<file path="config.mk">
export PLATFORM = sky130hd
export DESIGN_NAME = collatz_sweep_ctrl_flat
export DESIGN_NICKNAME = d
export VERILOG_FILES = /design/src/rtl/collatz_sweep_ctrl_if.sv /design/src/rtl/collatz_sweep_ctrl.sv /design/src/flat_wrapper.sv
export SDC_FILE = /design/constraint.sdc
export NUM_CORES = 1
export LEC_CHECK = 0
export ABC_AREA = 0
export CAP_MARGIN = 20
export CORE_MARGIN = 2
export CORE_UTILIZATION = 51
export CTS_CLUSTER_DIAMETER = 60
export DETAILED_ROUTE_END_ITERATION = 10
export GPL_TIMING_DRIVEN = 0
export PLACE_DENSITY = 0.81
export SLEW_MARGIN = 0
export SYNTH_ARGS = -nofsm -noshare
export SYNTH_HDL_FRONTEND = slang
export SYNTH_SLANG_ARGS = --single-unit
export TNS_END_PERCENT = 20
</file>
<file path="constraint.sdc">
create_clock -name clk -period 3.1 [get_ports clk]
set_input_delay 0.62 -clock clk [delete_from_list [all_inputs] [get_ports clk]]
set_output_delay 0.62 -clock clk [all_outputs]
set_load 0.005 [all_outputs]
</file>
<file path="src/rtl/collatz_sweep_ctrl_if.sv">
// Bundle of config, engine and result signals between the sweep controller and its neighbours.
// master = controller side, slave = host/engine/consumer side.
interface collatz_sweep_ctrl_if #(
    parameter int STEP_W = 10
);
    logic              cfg_start;
    logic [15:0]       cfg_first;
    logic [15:0]       cfg_last;
    logic              cfg_abort;
    logic              busy;
    logic              done;
    logic              err;
    logic              eng_st;
    logic [15:0]       eng_co;
    logic [19:0]       eng_k;
    logic              eng_bs;
    logic              res_valid;
    logic              res_ready;
    logic [15:0]       res_co;
    logic [STEP_W-1:0] res_steps;
    logic [19:0]       res_peak;
    logic [STEP_W-1:0] max_steps;
    logic [15:0]       max_co;

    modport master (
        input  cfg_start, cfg_first, cfg_last, cfg_abort, eng_k, eng_bs, res_ready,
        output busy, done, err, eng_st, eng_co, res_valid, res_co, res_steps, res_peak,
               max_steps, max_co
    );

    modport slave (
        output cfg_start, cfg_first, cfg_last, cfg_abort, eng_k, eng_bs, res_ready,
        input  busy, done, err, eng_st, eng_co, res_valid, res_co, res_steps, res_peak,
               max_steps, max_co
    );
endinterface

</file>
<file path="src/rtl/collatz_sweep_ctrl.sv">
// Walks the Collatz engine over [cfg_first..cfg_last], one run per value, and streams
// steps/peak per value plus a running max-steps summary.
module collatz_sweep_ctrl #(
    parameter int STEP_W   = 10,
    parameter int START_TO = 4
) (
    input  logic                 clk,
    input  logic                 rst_n,
    collatz_sweep_ctrl_if.master bus
);
    localparam int                TO_W    = $clog2(START_TO + 1);
    localparam logic [TO_W-1:0]   TO_LAST = TO_W'(START_TO - 1);
    localparam logic [STEP_W-1:0] CNT_MAX = '1;

    typedef enum logic [2:0] {
        IDLE, LAUNCH, WAIT_BS, RUN, REPORT, DRAIN, FIN
    } state_t;

    state_t            state, state_nx;
    logic [15:0]       cur, last;
    logic [STEP_W-1:0] cnt, steps, max_steps_q;
    logic [15:0]       max_co_q;
    logic [19:0]       peak;
    logic [TO_W-1:0]   to;
    logic              err_q, abort_q;

    logic bad_range, start_ok, abort_any, last_val;

    assign bad_range = (bus.cfg_first == 16'd0) || (bus.cfg_first > bus.cfg_last);
    assign abort_any = bus.cfg_abort || abort_q;
    assign last_val  = (cur == last);

    always_ff @(posedge clk or negedge rst_n) begin
        if (!rst_n) state <= IDLE;
        else        state <= state_nx;
    end

    always_comb begin
        state_nx = state;
        start_ok = 1'b0;
        case (state)
            IDLE: begin
                // an engine left running by a mid-run reset must finish before a new sweep
                if (bus.cfg_start && !bus.eng_bs) begin
                    start_ok = 1'b1;
                    state_nx = bad_range ? FIN : LAUNCH;
                end
            end
            LAUNCH:  state_nx = WAIT_BS;
            WAIT_BS: begin
                if (bus.eng_bs)        state_nx = abort_any ? DRAIN : RUN;
                else if (to == TO_LAST) state_nx = FIN;
            end
            RUN: begin
                if (!bus.eng_bs)   state_nx = abort_any ? FIN : REPORT;
                else if (abort_any) state_nx = DRAIN;
            end
            REPORT: begin
                if (bus.res_ready) state_nx = (abort_any || last_val) ? FIN : LAUNCH;
            end
            DRAIN:   if (!bus.eng_bs) state_nx = FIN;
            FIN:     state_nx = IDLE;
            default: state_nx = IDLE;
        endcase
    end

    always_ff @(posedge clk or negedge rst_n) begin
        if (!rst_n) begin
            cur         <= '0;
            last        <= '0;
            cnt         <= '0;
            steps       <= '0;
            peak        <= '0;
            to          <= '0;
            err_q       <= 1'b0;
            abort_q     <= 1'b0;
            max_steps_q <= '0;
            max_co_q    <= '0;
        end else begin
            case (state)
                IDLE: begin
                    if (start_ok) begin
                        cur         <= bus.cfg_first;
                        last        <= bus.cfg_last;
                        err_q       <= bad_range;
                        abort_q     <= 1'b0;
                        max_steps_q <= '0;
                        max_co_q    <= '0;
                    end
                end
                LAUNCH: begin
                    cnt  <= '0;
                    peak <= {4'b0, cur};
                    to   <= '0;
                end
                WAIT_BS: begin
                    // the load cycle counts as one but eng_k is not yet meaningful
                    if (bus.eng_bs) cnt <= STEP_W'(1);
                    else begin
                        to <= to + 1'b1;
                        if (to == TO_LAST) err_q <= 1'b1;
                    end
                end
                RUN: begin
                    if (bus.eng_bs) begin
                        if (cnt != CNT_MAX) cnt <= cnt + 1'b1;
                        if (bus.eng_k > peak) peak <= bus.eng_k;
                    end else begin
                        steps <= (cnt == CNT_MAX) ? CNT_MAX : cnt - 1'b1;
                    end
                end
                REPORT: begin
                    if (bus.res_ready) begin
                        // strict compare keeps the earlier (lower) co on ties
                        if (steps > max_steps_q) begin
                            max_steps_q <= steps;
                            max_co_q    <= cur;
                        end
                        if (!(abort_any || last_val)) cur <= cur + 1'b1;
                    end
                end
                default: ;
            endcase
            if (state != IDLE && bus.cfg_abort) abort_q <= 1'b1;
        end
    end

    assign bus.busy      = (state != IDLE);
    assign bus.done      = (state == FIN);
    assign bus.err       = err_q;
    assign bus.eng_st    = (state == LAUNCH);
    assign bus.eng_co    = cur;
    assign bus.res_valid = (state == REPORT);
    assign bus.res_co    = cur;
    assign bus.res_steps = steps;
    assign bus.res_peak  = peak;
    assign bus.max_steps = max_steps_q;
    assign bus.max_co    = max_co_q;
endmodule

</file>
<file path="src/flat_wrapper.sv">
// flat-port wrapper written by rule: the top's interface ports become plain ports
module collatz_sweep_ctrl_flat 
#(
    parameter int STEP_W   = 10,
    parameter int START_TO = 4
)
  (clk, rst_n, bus_cfg_start, bus_cfg_first, bus_cfg_last, bus_cfg_abort, bus_eng_k, bus_eng_bs, bus_res_ready, bus_busy, bus_done, bus_err, bus_eng_st, bus_eng_co, bus_res_valid, bus_res_co, bus_res_steps, bus_res_peak, bus_max_steps, bus_max_co);
  collatz_sweep_ctrl_if #(.STEP_W(STEP_W)) bus_i ();
  input  logic clk;
  input  logic rst_n;
  input wire logic [$bits(bus_i.cfg_start)-1:0] bus_cfg_start;
  input wire logic [$bits(bus_i.cfg_first)-1:0] bus_cfg_first;
  input wire logic [$bits(bus_i.cfg_last)-1:0] bus_cfg_last;
  input wire logic [$bits(bus_i.cfg_abort)-1:0] bus_cfg_abort;
  input wire logic [$bits(bus_i.eng_k)-1:0] bus_eng_k;
  input wire logic [$bits(bus_i.eng_bs)-1:0] bus_eng_bs;
  input wire logic [$bits(bus_i.res_ready)-1:0] bus_res_ready;
  output wire logic [$bits(bus_i.busy)-1:0] bus_busy;
  output wire logic [$bits(bus_i.done)-1:0] bus_done;
  output wire logic [$bits(bus_i.err)-1:0] bus_err;
  output wire logic [$bits(bus_i.eng_st)-1:0] bus_eng_st;
  output wire logic [$bits(bus_i.eng_co)-1:0] bus_eng_co;
  output wire logic [$bits(bus_i.res_valid)-1:0] bus_res_valid;
  output wire logic [$bits(bus_i.res_co)-1:0] bus_res_co;
  output wire logic [$bits(bus_i.res_steps)-1:0] bus_res_steps;
  output wire logic [$bits(bus_i.res_peak)-1:0] bus_res_peak;
  output wire logic [$bits(bus_i.max_steps)-1:0] bus_max_steps;
  output wire logic [$bits(bus_i.max_co)-1:0] bus_max_co;
  assign bus_i.cfg_start = bus_cfg_start;
  assign bus_i.cfg_first = bus_cfg_first;
  assign bus_i.cfg_last = bus_cfg_last;
  assign bus_i.cfg_abort = bus_cfg_abort;
  assign bus_i.eng_k = bus_eng_k;
  assign bus_i.eng_bs = bus_eng_bs;
  assign bus_i.res_ready = bus_res_ready;
  assign bus_busy = bus_i.busy;
  assign bus_done = bus_i.done;
  assign bus_err = bus_i.err;
  assign bus_eng_st = bus_i.eng_st;
  assign bus_eng_co = bus_i.eng_co;
  assign bus_res_valid = bus_i.res_valid;
  assign bus_res_co = bus_i.res_co;
  assign bus_res_steps = bus_i.res_steps;
  assign bus_res_peak = bus_i.res_peak;
  assign bus_max_steps = bus_i.max_steps;
  assign bus_max_co = bus_i.max_co;
  collatz_sweep_ctrl #(.STEP_W(STEP_W), .START_TO(START_TO)) u_core (.clk(clk), .rst_n(rst_n), .bus(bus_i));
endmodule
</file>
==> out/summary.json <==
{
  "outcome": {"value": "complete, no violations"},
  "count_of_buffers_from_port_buffering": {"value": 150},
  "final.period_utilization": {"value": 97.42, "unit": "%"},
  "groute.layer.met1.usage": {"value": 36.24, "unit": "%"},
  "vias_per_cell": {"value": 5.921},
  "antenna-diode-count": {"value": 0},
  "maxSlewHeadroom": {"value": 47.40, "unit": "%"},
  "antenna_violations_before_repair": {"value": 0},
  "peakVddDrop": {"value": 0.0003906, "unit": "V"},
  "detailed_place_hpwl": {"value": 14260, "unit": "um"},
  "criticalPathCategory": {"value": "reg -> out"},
  "power_density": {"value": 915.5, "unit": "nW/um2"},
  "swShare": {"value": 39.88, "unit": "%"},
  "pre_cts_ws": {"value": -0.3392, "unit": "ns"},
  "count_of_pins_over_their_slew_limit": {"value": 0},
  "cts-buffers-inserted": {"value": 9},
  "postRouteAntennaNets": {"value": 0},
  "ff2ff_path_depth": {"value": 9},
  "maxCapViolations": {"value": 0},
  "achievable_freq": {"value": 331.1, "unit": "MHz"},
  "remaining_drc_errors": {"value": 0},
  "fraction_of_power_consumed_by_sequential_logic": {"value": 32.3, "unit": "%"},
  "pwr-share-comb": {"value": 52.4, "unit": "%"},
  "fillerInstances": {"value": 993},
  "wire_length_of_the_first_global_routing_pass": {"value": 30010, "unit": "um"},
  "critical_path_required": {"value": 2.48, "unit": "ns"},
  "period_minus_slack": {"value": 3.020, "unit": "ns"},
  "worst-slew-pin-transition": {"value": 0.7870, "unit": "ns"},
  "rsz0062_at_grt": {"value": "true"},
  "p_clk_share": {"value": 15.2, "unit": "%"},
  "synthesis.nets": {"value": 798},
  "pre_repair_dr_iteration_count": {"value": 5},
  "boundaryPins": {"value": 151},
  "synth_async_sr_flop_share": {"value": 100.0, "unit": "%"},
  "ys_warn_count": {"value": 0},
  "routed_wirelength": {"value": 18810, "unit": "um"},
  "synth_cell_types": {"value": 62},
  "fp.coreArea": {"value": 12520, "unit": "um2"},
  "grt-busiest-layer": {"value": "met2"},
  "chipWidth": {"value": 116.9, "unit": "um"},
  "first_global_vias": {"value": 6131},
  "globalRoute.totalOverflow": {"value": 0},
  "final-instance-count-excl-fill": {"value": 1028},
  "cell_depth_of_the_worst_setup_path": {"value": 4},
  "met2_track_utilization_from_global_routing": {"value": 47.51, "unit": "%"},
  "num_rows": {"value": 41},
  "num_vias": {"value": 6087},
  "placed_area": {"value": 8245, "unit": "um2"},
  "post_synthesis_cells": {"value": 689},
  "ys_dominant_reg_cell": {"value": "sky130_fd_sc_hd__dfrtp_1"},
  "total_power": {"value": 7.844, "unit": "mW"},
  "critPathCaptureType": {"value": "primary output"},
  "netSwitchingPower": {"value": 3.128, "unit": "mW"},
  "die_area": {"value": 13670, "unit": "um2"},
  "root_buffer": {"value": "sky130_fd_sc_hd__clkbuf_16"},
  "finalSetupViolCount": {"value": 0},
  "worstSetupStartpointType": {"value": "flop"},
  "skew_pair_late_insertion_delay": {"value": 0.35, "unit": "ns"},
  "global_route.usage.met3": {"value": 4.119, "unit": "%"},
  "power_leakage": {"value": 3.978, "unit": "nW"},
  "cp_top_family": {"value": "buffers and inverters"},
  "area_delta_synth_final": {"value": 31.74, "unit": "%"},
  "cell_internal_pwr": {"value": 4.715, "unit": "mW"},
  "hold_class": {"value": "in -> async"},
  "seq_area_frac_synth": {"value": 40.78, "unit": "%"},
  "start_util": {"value": 51.96, "unit": "%"},
  "synth.avg_cell_area": {"value": 9.439, "unit": "um2"},
  "post_synth_instance_area": {"value": 6504, "unit": "um2"},
  "worst_path_largest_cell_delay": {"value": 0.54, "unit": "ns"},
  "cells_along_the_critical_path": {"value": "buf_1 -> nand2_1 -> clkinv_1 -> clkdlybuf4s50_1"},
  "ys_seq_elements": {"value": 106},
  "fin_ws": {"value": 0.08006, "unit": "ns"},
  "tritoncts": {"value": "yes"},
  "total_grt_usage": {"value": 28.01, "unit": "%"},
  "gp_routability_congestion": {"value": 0.9249},
  "ctsLongestPathBuffers": {"value": 2},
  "route.detailed.wl_per_inst": {"value": 18.30, "unit": "um"},
  "largest_driver_fanout_on_the_critical_path": {"value": 10},
  "drive_gt1_share": {"value": 6.542, "unit": "%"},
  "timing.critical_path.arrival": {"value": 2.40, "unit": "ns"},
  "grt_max_degree": {"value": 56},
  "timing.clock.skew": {"value": 0.008155, "unit": "ns"},
  "finalHoldViolations": {"value": 0},
  "cell_area_after_layout": {"value": 8568, "unit": "um2"},
  "fp.dieH": {"value": 116.9, "unit": "um"},
  "clock_sink_count": {"value": 106},
  "worstPathBufferInverterCount": {"value": 3},
  "synth-edff-count": {"value": 0},
  "cts_max_level": {"value": 3},
  "final_core_utilization": {"value": 68.45, "unit": "%"},
  "first_iter_violations": {"value": 596},
  "clk_transition_reported_paths": {"value": 0.08, "unit": "ns"},
  "nNetsFinal": {"value": 960},
  "slowest_stage_cell_crit_path": {"value": "sky130_fd_sc_hd__clkdlybuf4s50_1"},
  "post-place-cells": {"value": 1012}
}
==> stage by stage <==
stage / hold WS, ns / setup TNS (ns)
after floorplan: 0.3244 / 0
after global placement: 0.4856 / -285.54
after detailed placement: 0.4939 / -8.021
after CTS: 0.3570 / 0
after global routing: 0.3935 / -0.01016
final: 0.3177 / 0
==> state kept, by name, indices dropped and copies added (netlist names) <==
name	flops
u_core.cnt	10
u_core.last	16
u_core.bus.eng_co	16
u_core.abort_q	1
u_core.bus.max_co	16
u_core.bus.res_peak	20
u_core.bus.max_steps	10
u_core.bus.res_steps	10
u_core.to	3
u_core.state	3
u_core.bus.err	1
==> worst paths after layout <==
kind,from,to,slack [ns]
max reg2reg,u_core.bus.res_peak[13],u_core.bus.res_peak[9],0.41
max in group asynchronous,rst_n,u_core.bus.max_co[2],2.06
max,u_core.state[2],bus_res_valid,0.08
min,rst_n,u_core.last[9],0.32
min reg2reg,u_core.last[0],u_core.last[0],0.51
min in group clk,u_core.last[0],u_core.last[0],0.51
==> synthesized netlist by cell type (all sizes together), types with 3 or more instances <==
library cell / instances / area (um2)
a22o: 27 / 236.5
o21ai: 33 / 165.2
buf: 25 / 166.4
and3: 5 / 31.28
o22a: 4 / 35.03
xor2: 25 / 219.0
mux2i: 32 / 320.3
a211o: 4 / 35.03
a221oi: 3 / 26.28
a21o: 4 / 30.03
o311ai: 5 / 43.80
xnor2: 6 / 52.55
nand2: 64 / 240.2
nor3: 9 / 45.04
mux2: 6 / 67.56
nor2: 41 / 163.9
o211ai: 7 / 52.55
or2: 3 / 18.77
a21boi: 3 / 22.52
nand4: 10 / 62.56
clkbuf: 24 / 91.33
o211a: 5 / 50.05
or3: 6 / 42.54
o22ai: 4 / 25.02
dfrtp: 106 / 2653
nor2b: 3 / 18.77
nand3: 22 / 115.1
nor4: 12 / 75.07
and2: 4 / 25.02
inv: 60 / 225.2
and4: 10 / 87.58
ha: 51 / 638.1
a31oi: 6 / 37.54
a21oi: 37 / 188.9
==> repair_timing <==
| item | in CTS | in global routing |
|---|---|---|
| setup endpoints to repair | 0 | 31 |
| hold buffers | 0 | 0 |
| setup buffers | 0 | 0 |
| resized for setup | 0 | 5 |
==> power by group through the flow <==
stage | sequential (mW) | clock, mW | combinational, mW
floorplan | 2.38 | 0 | 2.29
finish | 2.54 | 1.19 | 4.11
global route | 2.59 | 1.26 | 4.55
CTS | 2.52 | 1.19 | 4.08
global placement | 2.51 | 0 | 3.86
detailed placement | 2.55 | 0 | 4.04
==> cell type report <==
cell class | instances | area [um2] | share of cell area (%)
Clock inverter | 5 | 62.56 | 0.7301
Inverter | 62 | 232.7 | 2.716
Timing Repair Buffer | 151 | 1526 | 17.82
Clock buffer | 11 | 242.7 | 2.833
Tap cell | 172 | 215.2 | 2.512
Sequential cell | 106 | 2653 | 30.96
Multi-Input combinational cell | 472 | 3376 | 39.40
Buffer | 49 | 260.3 | 3.037
==> metal layers <==
metal	wire length (um)	part of all wire, %
met5	0	0
met3	1466	7.8
met2	9065	48
met4	503	2.7
met1	7778	41
==> layout by cell type (no fill, tap or decap), types with 4 or more instances in the layout <==
cell,count
sky130_fd_sc_hd__buf_2,6
sky130_fd_sc_hd__and4_1,10
sky130_fd_sc_hd__xor2_1,25
sky130_fd_sc_hd__dfrtp_1,106
sky130_fd_sc_hd__o21ai_0,32
sky130_fd_sc_hd__o211ai_1,7
sky130_fd_sc_hd__or3_1,5
sky130_fd_sc_hd__nor2_1,38
sky130_fd_sc_hd__and3_1,5
sky130_fd_sc_hd__mux2i_1,32
sky130_fd_sc_hd__xnor2_1,6
sky130_fd_sc_hd__clkbuf_16,9
sky130_fd_sc_hd__nand4_1,10
sky130_fd_sc_hd__a21o_1,4
sky130_fd_sc_hd__a21oi_1,36
sky130_fd_sc_hd__nor4_1,12
sky130_fd_sc_hd__clkdlybuf4s50_1,149
sky130_fd_sc_hd__nand2_1,64
sky130_fd_sc_hd__mux2_2,6
sky130_fd_sc_hd__o22a_1,4
sky130_fd_sc_hd__o211a_1,5
sky130_fd_sc_hd__a211o_1,4
sky130_fd_sc_hd__and2_1,4
sky130_fd_sc_hd__buf_4,18
sky130_fd_sc_hd__nor3_1,9
sky130_fd_sc_hd__clkbuf_1,23
sky130_fd_sc_hd__nand3_1,21
sky130_fd_sc_hd__ha_1,51
sky130_fd_sc_hd__a22o_1,27
sky130_fd_sc_hd__inv_1,60
sky130_fd_sc_hd__a31oi_1,6
sky130_fd_sc_hd__o22ai_1,4
==> cells by family after synthesis <==
group                    Yosys count  share of synthesized area, %
multiplexers                      38                         5.964
AND/OR/NAND/NOR                  194                         14.93
flip-flops                       106                         40.78
AO/OA/AOI/OAI                    158                         16.80
adder cells (fa/ha/maj)           51                         9.811
XOR/XNOR                          31                         4.175
buffers and inverters            111                         7.541
Note: power is estimated with default switching activity, not from simulation.
